==> config.mk <==
export PLATFORM = sky130hd
export DESIGN_NAME = reaction_timer_core
export DESIGN_NICKNAME = d
export VERILOG_FILES = /design/src/rtl/reaction_timer_core.sv
export SDC_FILE = /design/constraint.sdc
export NUM_CORES = 1
export LEC_CHECK = 0
export ABC_AREA = 1
export CORE_MARGIN = 8
export CORE_UTILIZATION = 35
export CTS_CLUSTER_SIZE = 12
export DETAILED_ROUTE_END_ITERATION = 12
export GPL_TIMING_DRIVEN = 0
export HOLD_SLACK_MARGIN = 0.02
export PLACE_DENSITY = 0.61
export SETUP_SLACK_MARGIN = 0.2
export SLEW_MARGIN = 0
export SYNTH_ARGS = -nofsm -noshare
export SYNTH_HDL_FRONTEND = slang
export SYNTH_SLANG_ARGS = --single-unit
==> constraint.sdc <==
create_clock -name clk -period 2.9 [get_ports clk]
set_input_delay 0.58 -clock clk [delete_from_list [all_inputs] [get_ports clk]]
set_output_delay 0.58 -clock clk [all_outputs]
set_load 0.01 [all_outputs]
==> src/rtl/reaction_timer_core.sv <==
// Reaction-time measurement FSM: random pre-stimulus delay, millisecond count to the react press,
// false-start detection. Feeds the 4-digit display driver (value, show_error).
module reaction_timer_core #(
  parameter int unsigned CLKS_PER_MS = 10000,
  parameter int unsigned MIN_WAIT_MS = 1000,
  parameter logic [15:0] RAND_MASK   = 16'h07FF,
  parameter int unsigned MAX_MS      = 9999,
  parameter logic [15:0] LFSR_SEED   = 16'hACE1
) (
  input  logic        clk,
  input  logic        reset,
  input  logic        start_btn,
  input  logic        react_btn,
  output logic        led,
  output logic [13:0] value,
  output logic        show_error,
  output logic        busy
);

  localparam int unsigned PreW = (CLKS_PER_MS > 1) ? $clog2(CLKS_PER_MS) : 1;
  localparam logic [PreW-1:0] PreLast = PreW'(CLKS_PER_MS - 1);
  localparam logic [16:0] MaxLast = 17'(MAX_MS - 1);
  localparam logic [13:0] MaxVal  = 14'(MAX_MS);
  localparam logic [16:0] MinWait = 17'(MIN_WAIT_MS);

  typedef enum logic [2:0] {StIdle, StWait, StGo, StDone, StError} state_e;

  state_e          state_q, state_d;
  logic [15:0]     lfsr_q, lfsr_d;
  logic [PreW-1:0] pre_q, pre_d;
  logic [16:0]     ms_q, ms_d;
  logic [16:0]     delay_q, delay_d;
  logic [13:0]     value_q, value_d;
  logic            start_prev_q, react_prev_q;
  logic            led_q, busy_q, err_q;
  logic            start_ev, react_ev, tick, transition, counting;

  assign start_ev = start_btn & ~start_prev_q;
  assign react_ev = react_btn & ~react_prev_q;
  assign tick     = (pre_q == PreLast);
  assign counting = (state_q == StWait) || (state_q == StGo);

  always_comb begin
    state_d = state_q;
    value_d = value_q;
    delay_d = delay_q;
    lfsr_d  = {lfsr_q[14:0], lfsr_q[15] ^ lfsr_q[13] ^ lfsr_q[12] ^ lfsr_q[10]};
    unique case (state_q)
      StIdle, StDone, StError: begin
        // react is ignored here, so a simultaneous start still arms the test
        if (start_ev) begin
          state_d = StWait;
          value_d = '0;
          delay_d = MinWait + 17'(lfsr_q & RAND_MASK);
        end
      end
      StWait: begin
        if (react_ev) begin
          state_d = StError;
        end else if (tick && (ms_q == delay_q - 17'd1)) begin
          state_d = StGo;
        end
      end
      StGo: begin
        // react beats a coincident tick: only completed milliseconds are reported
        if (react_ev) begin
          state_d = StDone;
          value_d = ms_q[13:0];
        end else if (tick && (ms_q == MaxLast)) begin
          state_d = StDone;
          value_d = MaxVal;
        end
      end
      default: state_d = StIdle;
    endcase

    transition = (state_d != state_q);
    if (transition || tick) begin
      pre_d = '0;
    end else begin
      pre_d = pre_q + PreW'(1);
    end
    if (transition) begin
      ms_d = '0;
    end else if (tick && counting) begin
      ms_d = ms_q + 17'd1;
    end else begin
      ms_d = ms_q;
    end
  end

  always_ff @(posedge clk) begin
    if (reset) begin
      state_q      <= StIdle;
      lfsr_q       <= LFSR_SEED;
      pre_q        <= '0;
      ms_q         <= '0;
      delay_q      <= '0;
      value_q      <= '0;
      // held buttons must not look like fresh presses after reset
      start_prev_q <= 1'b1;
      react_prev_q <= 1'b1;
      led_q        <= 1'b0;
      busy_q       <= 1'b0;
      err_q        <= 1'b0;
    end else begin
      state_q      <= state_d;
      lfsr_q       <= lfsr_d;
      pre_q        <= pre_d;
      ms_q         <= ms_d;
      delay_q      <= delay_d;
      value_q      <= value_d;
      start_prev_q <= start_btn;
      react_prev_q <= react_btn;
      led_q        <= (state_d == StGo);
      busy_q       <= (state_d == StWait) || (state_d == StGo);
      err_q        <= (state_d == StError);
    end
  end

  assign led        = led_q;
  assign busy       = busy_q;
  assign show_error = err_q;
  assign value      = value_q;

endmodule
==> results of run 1 <==
-- sequential cells by signal, summed over array words and instances, names as in the netlist --
register and flops:
lfsr_q 16, delay_q 12, value 14, state_q 3, react_prev_q 1, busy 1
ms_q 17, pre_q 14, led 1, start_prev_q 1, show_error 1
-- cell families after synthesis --
group / after synthesis / share of synthesized area
buf+inv: 102 / 0.0979
xor+xnor: 25 / 0.0527
compound gates: 88 / 0.119
flops: 81 / 0.390
fa+ha+maj: 5 / 0.0151
simple gates: 277 / 0.324
-- cell usage after synthesis --
cell type,instances,area share
a31oi_1,4,0.0060
nor3_1,14,0.017
inv_1,84,0.076
ha_1,5,0.015
nor2_2,4,0.0060
nand3b_1,2,0.0036
a21oi_2,11,0.023
nand4_4,1,0.0051
o211ai_1,1,0.0018
nand3_2,2,0.0048
xor2_1,18,0.038
clkbuf_2,1,0.0012
buf_6,3,0.0081
nand2_1,116,0.10
nor2_4,3,0.0081
a21oi_1,37,0.045
nor3_2,17,0.041
o21ai_0,33,0.040
nand4_1,7,0.011
nand2_2,5,0.0075
nor2_1,65,0.059
a22oi_1,1,0.0018
or2_2,8,0.012
nand3_1,31,0.037
inv_2,2,0.0018
xnor2_1,7,0.015
dfxtp_1,81,0.39
o221ai_1,1,0.0021
nor3_4,2,0.0078
clkbuf_1,12,0.011
-- worst max-delay path, delay by kind of cell, from the launching register on --
family | cells | cell delay [ps]
xor gates and xnor gates | 1 | 160
adders and majority gates | 1 | 210
DFF | 1 | 370
and+or+nand+nor | 11 | 1550
-- placed cells by master, fill, tap and decap left out, types with 9 or more instances in the layout --
cell type          n
a21oi_1           37
a21oi_2           11
clkbuf_1          12
clkbuf_16          9
clkdlybuf4s50_1   19
dfxtp_1           81
inv_1             84
nand2_1          116
nand3_1           31
nor2_1            63
nor3_1            14
nor3_2            17
o21ai_0           32
xor2_1            18
-- area by class of cell --
| cell class | count | share of cell area |
|---|---|---|
| multi-input cells | 395 | 0.442 |
| flip-flops and latches | 81 | 0.337 |
| inverters | 86 | 0.0670 |
| clock buffers | 10 | 0.0496 |
| repair buffers | 19 | 0.0395 |
| well taps | 143 | 0.0372 |
| plain buffers | 16 | 0.0174 |
| clock inverters | 6 | 0.0104 |
-- report_power, final --
group | switching, mW | internal [mW]
clock network | 0.484 | 0.615
registers | 0.0399 | 1.17
logic | 0.297 | 0.180
-- per-layer routing --
layer,vias to the layer above,GRT usage
met4,0,0.0487
li1,1900,-
met2,36,0.200
met1,1619,0.156
met5,-,0
met3,10,0.0390
-- final timing paths --
path / startpoint / endpoint / slack [ps] / cells after the start
min: lfsr_q[11] / lfsr_q[12] / 410 / 2
max: pre_q[0] / ms_q[15] / 500 / 13
max reg2reg: pre_q[0] / ms_q[15] / 500 / 13
min reg2reg: lfsr_q[11] / lfsr_q[12] / 410 / 2
-- metrics by stage --
| stage | util | area [um^2] |
|---|---|---|
| after global routing | 0.418 | 4820 |
| after detailed placement | 0.393 | 4520 |
| after CTS | 0.418 | 4810 |
| after global placement | 0.393 | 4520 |
| after floorplan | - | 4150 |
| final | 0.418 | 4820 |
==> results.env, run 1 <==
MET3_WIRELENGTH_UM=330
TRITONCTS='yes'
DRIVE_ABOVE_1_SHARE=0.126
CRITICAL_PATH_CLASS='register to register'
FILLERS=1228
SEQ_AREA_FRAC_SYNTH=0.390
CTS-ROOT-BUF='clkbuf_16'
ROUTE.MET2.WL_UM=4370
DETAIL_ROUTE.WL_PER_CELL_UM=12.3
CTS_HOLD_BUF=0
CORE-AREA_UM2=11500
AREA.SEQUENTIAL_UM2=1620
NUMBER_OF_ANTENNA_VIOLATIONS_AT_THE_FIRST_CHECK_IN_GLOBAL_ROUTING=0
FIRST_PASS_GRT_WIRE_LENGTH_UM=16100
LARGEST_CLOCK_SKEW_IN_THE_FINAL_DESIGN_PS=6.03
START_KIND='register'
GLOBALROUTETOTALUTIL=0.126
SYNTH-SEQ-CELLS=81
INITIAL_UTILIZATION=0.361
CAP_VIOL_MAX_COUNT=0
HOLDCRITPATHCLASS='register to register'
GRT_START_MAX_NET_PINS=16
STATUS='finished, final reports clean'
BOUNDARYPINS=21
FP.DIEAREA_UM2=15600
CTS_BUFFER_DEPTH=2
WL_MET1_UM=4510
TIGHTESTPINTRANSITION_PS=684
CP.ARRIVAL_PS=2640
POWER_PER_CELL_AREA_nW_PER_UM2=579
PORT-BUFFER-COUNT=19
DRCVIOLATIONCOUNT=0
P_LEAK_nW=1.92
AREA.GROWTH.SYNTH_TO_FINAL_PCT=16.0
PLACE.DETAILED.INSTANCES=740
DETAILEDPLACE.WORSTSLACK_PS=35.0
MAX_RAIL_DROP_VDD_mV=0.410
DETAILED_PLACE_HPWL_UM=7230
POWER.TOTAL_mW=2.79
DETAIL_ROUTE.ITER0.VIOLATIONS=176
SYN_AREA_UM2=4150
CP-END-KIND='register'
WORST_SLACK_PS=496
MULTI_INPUT_COMB_AREA_UM2=2130
HOLD_SLACK_PS=407
FIN_CRIT_PS=2400
DRTANTENNAVIOLNETS=0
CRIT_PATH_TOP_DELAY_CELL='dfxtp_1'
POSTCTSSETUPBUFFERS=0
WL_UM=9330
DETAIL_ROUTE.FIRST_PASS.ITERATIONS=4
GP_CONGESTION=0.892
SETUP_VIOLATIONS=0
CP_DATA_REQUIRED_TIME_PS=3140
MAXIMUM_FANOUT_ALONG_THE_WORST_PATH=7
SYNTHESIZED_NETS=587
POSTSYNTHAREAPERCELL_UM2=7.18
WORSTSKEWPAIRLATENCY_PS=340
DIE_EXTENT_IN_Y_UM=125
CRITICAL_PATH.CELL_CHAIN='ha_1 > nand2_2 > nor2_4 > nand2_2 > nor3_2 > nand3_2 > nor3_4 > nand3_2 > nor2_4 > nand2_1 > nor2_1 > xor2_1 > nor2_1'
SETUP_TNS_PS=0
CTS_SINKS=81
H-TREE-DEPTH=3
FP.DIEW_UM=125
CTS_MADE_BUFFERS=9
NUMBER_OF_GLOBAL_ROUTE_VIAS_BEFORE_REPAIR=3397
YOSYSWARNINGS=0
CLK_PIN_SLEW_PS=60
SLEW_HEADROOM=0.544
NETLIST-CELL-TYPE-COUNT=30
VIAS=3565
DRV_SLEW=0
HOLD_VIOLATIONS=0
FMAXACHIEVABLE_MHz=416
CPPEAKSTAGEDELAY_PS=370
POST_CTS_RESIZE_COUNT=0
POST_LAYOUT_NONFILLER_INSTANCES=756
TOTAL_CONGESTION_OVERFLOW_AFTER_GLOBAL_ROUTING=0
VIA_PER_INST=4.72
NETS=617
ROW_COUNT=39
TOPROUTINGLAYERUSED='met4'
INSERTEDDIODECOUNT=0
LAYOUT_WORST_PATH_CYCLE_SHARE=0.829
NUMBER_OF_CELLS_PRODUCED_BY_SYNTHESIS=578
RSZ_0062_RAISED_AFTER_GLOBAL_ROUTING='no'
No activity file was read; power rests on OpenSTA's default activity.
==> run 2, diff against run 1 <==
Settings changed: PLACE_DENSITY 0.61 to 0.63.
Clock period 2.9 ns to 2.1 ns, I/O delays scaled along.
==> results.env, run 2 (synthesis results as in run 1) <==
DETAIL_ROUTE.FIRST_PASS.ITERATIONS=5  # +1
VIA_PER_INST=4.88  # +3.4%
SETUP_TNS_PS=-3330  # -3330 ps
TRITONCTS='yes'
NUMBER_OF_ANTENNA_VIOLATIONS_AT_THE_FIRST_CHECK_IN_GLOBAL_ROUTING=0  # unchanged
WORSTSKEWPAIRLATENCY_PS=340  # about the same
CPPEAKSTAGEDELAY_PS=350  # -20 ps
GLOBALROUTEMET2UTIL=0.226  # +0.0259
MAX_RAIL_DROP_VDD_mV=0.649  # +58%
CTS-ROOT-BUF='clkbuf_16'
MAXIMUM_FANOUT_ALONG_THE_WORST_PATH=5  # -2
DETAILED_PLACE_HPWL_UM=7590  # +5.0%
AREA.GROWTH.SYNTH_TO_FINAL_PCT=28.6
START_KIND='register'
CAP_VIOL_MAX_COUNT=0  # unchanged
H-TREE-DEPTH=3  # unchanged
BOUNDARYPINS=21  # unchanged
INSERTEDDIODECOUNT=0  # unchanged
DRV_SLEW=0  # unchanged
GRT_USE_MET3=0.0355  # -0.00342
WORST_SLACK_PS=-127  # -623 ps
STATUS='finished, violations left'
FAMILY_WITH_THE_MOST_DELAY_ON_THE_WORST_PATH='simple AND/OR/NAND/NOR gates'
DRTANTENNAVIOLNETS=0  # unchanged
CORE-AREA_UM2=11500  # unchanged
DRIVE_ABOVE_1_SHARE=0.230  # +0.104
POWER.TOTAL_mW=4.24  # +52%
INITIAL_UTILIZATION=0.361  # unchanged
CP.ARRIVAL_PS=2490  # -150 ps
HOLDCRITPATHCLASS='register to register'
CP_DATA_REQUIRED_TIME_PS=2360  # -780 ps
POST_LAYOUT_NONFILLER_INSTANCES=779  # +3.0%
ROW_COUNT=39  # unchanged
PORT-BUFFER-COUNT=19  # unchanged
WL_UM=10300  # +9.9%
SLEW_HEADROOM=0.477  # -0.0671
LAYOUT_COMMONEST_CELL='nand2_1'
VIAS=3800  # +6.6%
LARGEST_CLOCK_SKEW_IN_THE_FINAL_DESIGN_PS=7.69  # +1.66 ps
R2R_SETUP_SLACK_PS=-130  # -620 ps
FMAXACHIEVABLE_MHz=449  # +7.9%
FIRST_PASS_GRT_WIRE_LENGTH_UM=16900  # +4.9%
AREA.SEQUENTIAL_UM2=1640  # +1.0%
LARGEST_REG_FLOPS=17  # unchanged
CRITICAL_PATH_CLASS='register to register'
CTS_SINKS=81  # unchanged
POWER_PER_CELL_AREA_nW_PER_UM2=794  # +37%
CTS_BUFFER_DEPTH=2  # unchanged
CRITICAL_PATH.CELL_CHAIN='ha_4 > nand2_4 > nor2_4 > nand2_4 > nor3_4 > nand2_1 > nor2_1 > nand2_1 > nor2_2 > nand2_1 > nand2_2 > nand2_2 > nand2_2 > nand4_4 > buf_12 > buf_12 > nor3_4'
TOP_REGISTER='ms_q'
DETAIL_ROUTE.WL_PER_CELL_UM=13.2  # +6.6%
TOP_REGISTERS='ms_q: 17 flops, lfsr_q: 16 flops'
GP_CONGESTION=0.910  # +2.0%
FP.DIEW_UM=125  # unchanged
SETUP_VIOLATIONS=34  # +34
CTS_HOLD_BUF=0  # unchanged
TIMING.CRITICAL_PATH.BUF_INV=2  # +2
NUMBER_OF_GLOBAL_ROUTE_VIAS_BEFORE_REPAIR=3579  # +5.4%
RSZ_0062_RAISED_AFTER_GLOBAL_ROUTING='yes'
DIE_EXTENT_IN_Y_UM=125  # unchanged
GR-MAX-USAGE-LAYER='met2'
NETS=640  # +3.7%
FIN_CRIT_PS=2230  # -177 ps
FAILED_CHECKS='negative setup slack'
UTILIZATION=0.464  # +0.0455
FP.DIEAREA_UM2=15600  # unchanged
CTS_MADE_BUFFERS=9  # unchanged
CP-END-KIND='register'
MET1_USAGE_GRT=0.154  # -0.00175
PLACE.DETAILED.INSTANCES=740  # unchanged
CLK_PIN_SLEW_PS=60  # about the same
TIGHTESTPINTRANSITION_PS=785  # +101 ps
TOTAL_CONGESTION_OVERFLOW_AFTER_GLOBAL_ROUTING=0  # unchanged
LAYOUT_WORST_PATH_CYCLE_SHARE=1.06  # +0.232
P_LEAK_nW=2.16  # +12%
DETAIL_ROUTE.ITER0.VIOLATIONS=223  # +27%
FILLERS=1142  # -7.0%
GRT_START_MAX_NET_PINS=15  # -1
GLOBALROUTETOTALUTIL=0.132  # +0.00601
MOSTFREQUENTLAYOUTCELLS='108 x nand2_1, 78 x inv_1, 70 x dfxtp_1, 54 x nor2_1, 36 x a21oi_1'
CRIT_PATH_TOP_DELAY_CELL='dfxtp_2'
DRCVIOLATIONCOUNT=0  # unchanged
MULTI_INPUT_COMB_AREA_UM2=2350  # +10%
DETAILEDPLACE.WORSTSLACK_PS=-585  # -620 ps
HOLD_VIOLATIONS=0  # unchanged
-- run 2: changes by cell type in the layout (fill, tap and decap cells not counted), moves of 3 or more --
cell	previous run	this run
buf_4	0	20
dfxtp_1	81	70
dfxtp_2	0	10
nor2_1	63	54
nor2_4	3	12
nand2_1	116	108
nor3_4	2	9
inv_1	84	78
inv_2	2	8
nand2_2	5	10
nor3_2	17	12
clkbuf_1	12	8
buf_12	0	3
nand2_4	0	3
-- run 2: metal layers --
layer | up-vias | share of wire | wire [um]
met5 | - | 0 | 0
met4 | 0 | 0.026 | 267
met3 | 20 | 0.038 | 392
met2 | 76 | 0.49 | 5030
met1 | 1753 | 0.45 | 4560
li1 | 1951 | - | -
-- run 2: repair_timing --
action | 4_1_cts | 5_1_grt
endpoints found under the setup margin | 49 | 52
pin swaps | 4 | 15
gates cloned | 2 | 0
gates resized for setup | 29 | 50
endpoints found under the hold margin | 0 | 0
setup buffers | 11 | 10
-- run 2: worst paths after layout --
| path | cells past startpoint | endpoint | start |
|---|---|---|---|
| max | 17 | pre_q[8] | pre_q[1] |
| min reg2reg | 2 | lfsr_q[12] | lfsr_q[11] |
| max reg2reg | 17 | pre_q[8] | pre_q[1] |
| min | 2 | lfsr_q[12] | lfsr_q[11] |
-- run 2: tightest hold or removal path, delay by kind of cell (launching register included) --
kind,cells,cell delay [ps]
flip-flops,1,300
buffers and inverters,1,50
AND/OR/NAND/NOR,1,30
-- run 2: cell type report --
class / instances / area share
inverters: 86 / 0.0604
repair buffers: 42 / 0.0785
clock buffers: 11 / 0.0473
multi-input cells: 395 / 0.440
clock inverters: 5 / 0.0117
plain buffers: 16 / 0.0216
well taps: 143 / 0.0335
flip-flops and latches: 81 / 0.307
-- run 2: metrics by stage --
| step | area, um^2 | hold WS (ps) |
|---|---|---|
| 6_report | 5340 | 412 |
| 5_1_grt | 5340 | 432 |
| 4_1_cts | 5100 | 412 |
| 3_5_place_dp | 4550 | 403 |
| 3_3_place_gp | 4550 | 398 |
| 2_1_floorplan | 4180 | 388 |
-- run 2: power breakdown --
part / internal, mW / switching (mW)
Combinational: 0.417 / 0.503
Clock: 0.991 / 0.641
Sequential: 1.63 / 0.0631
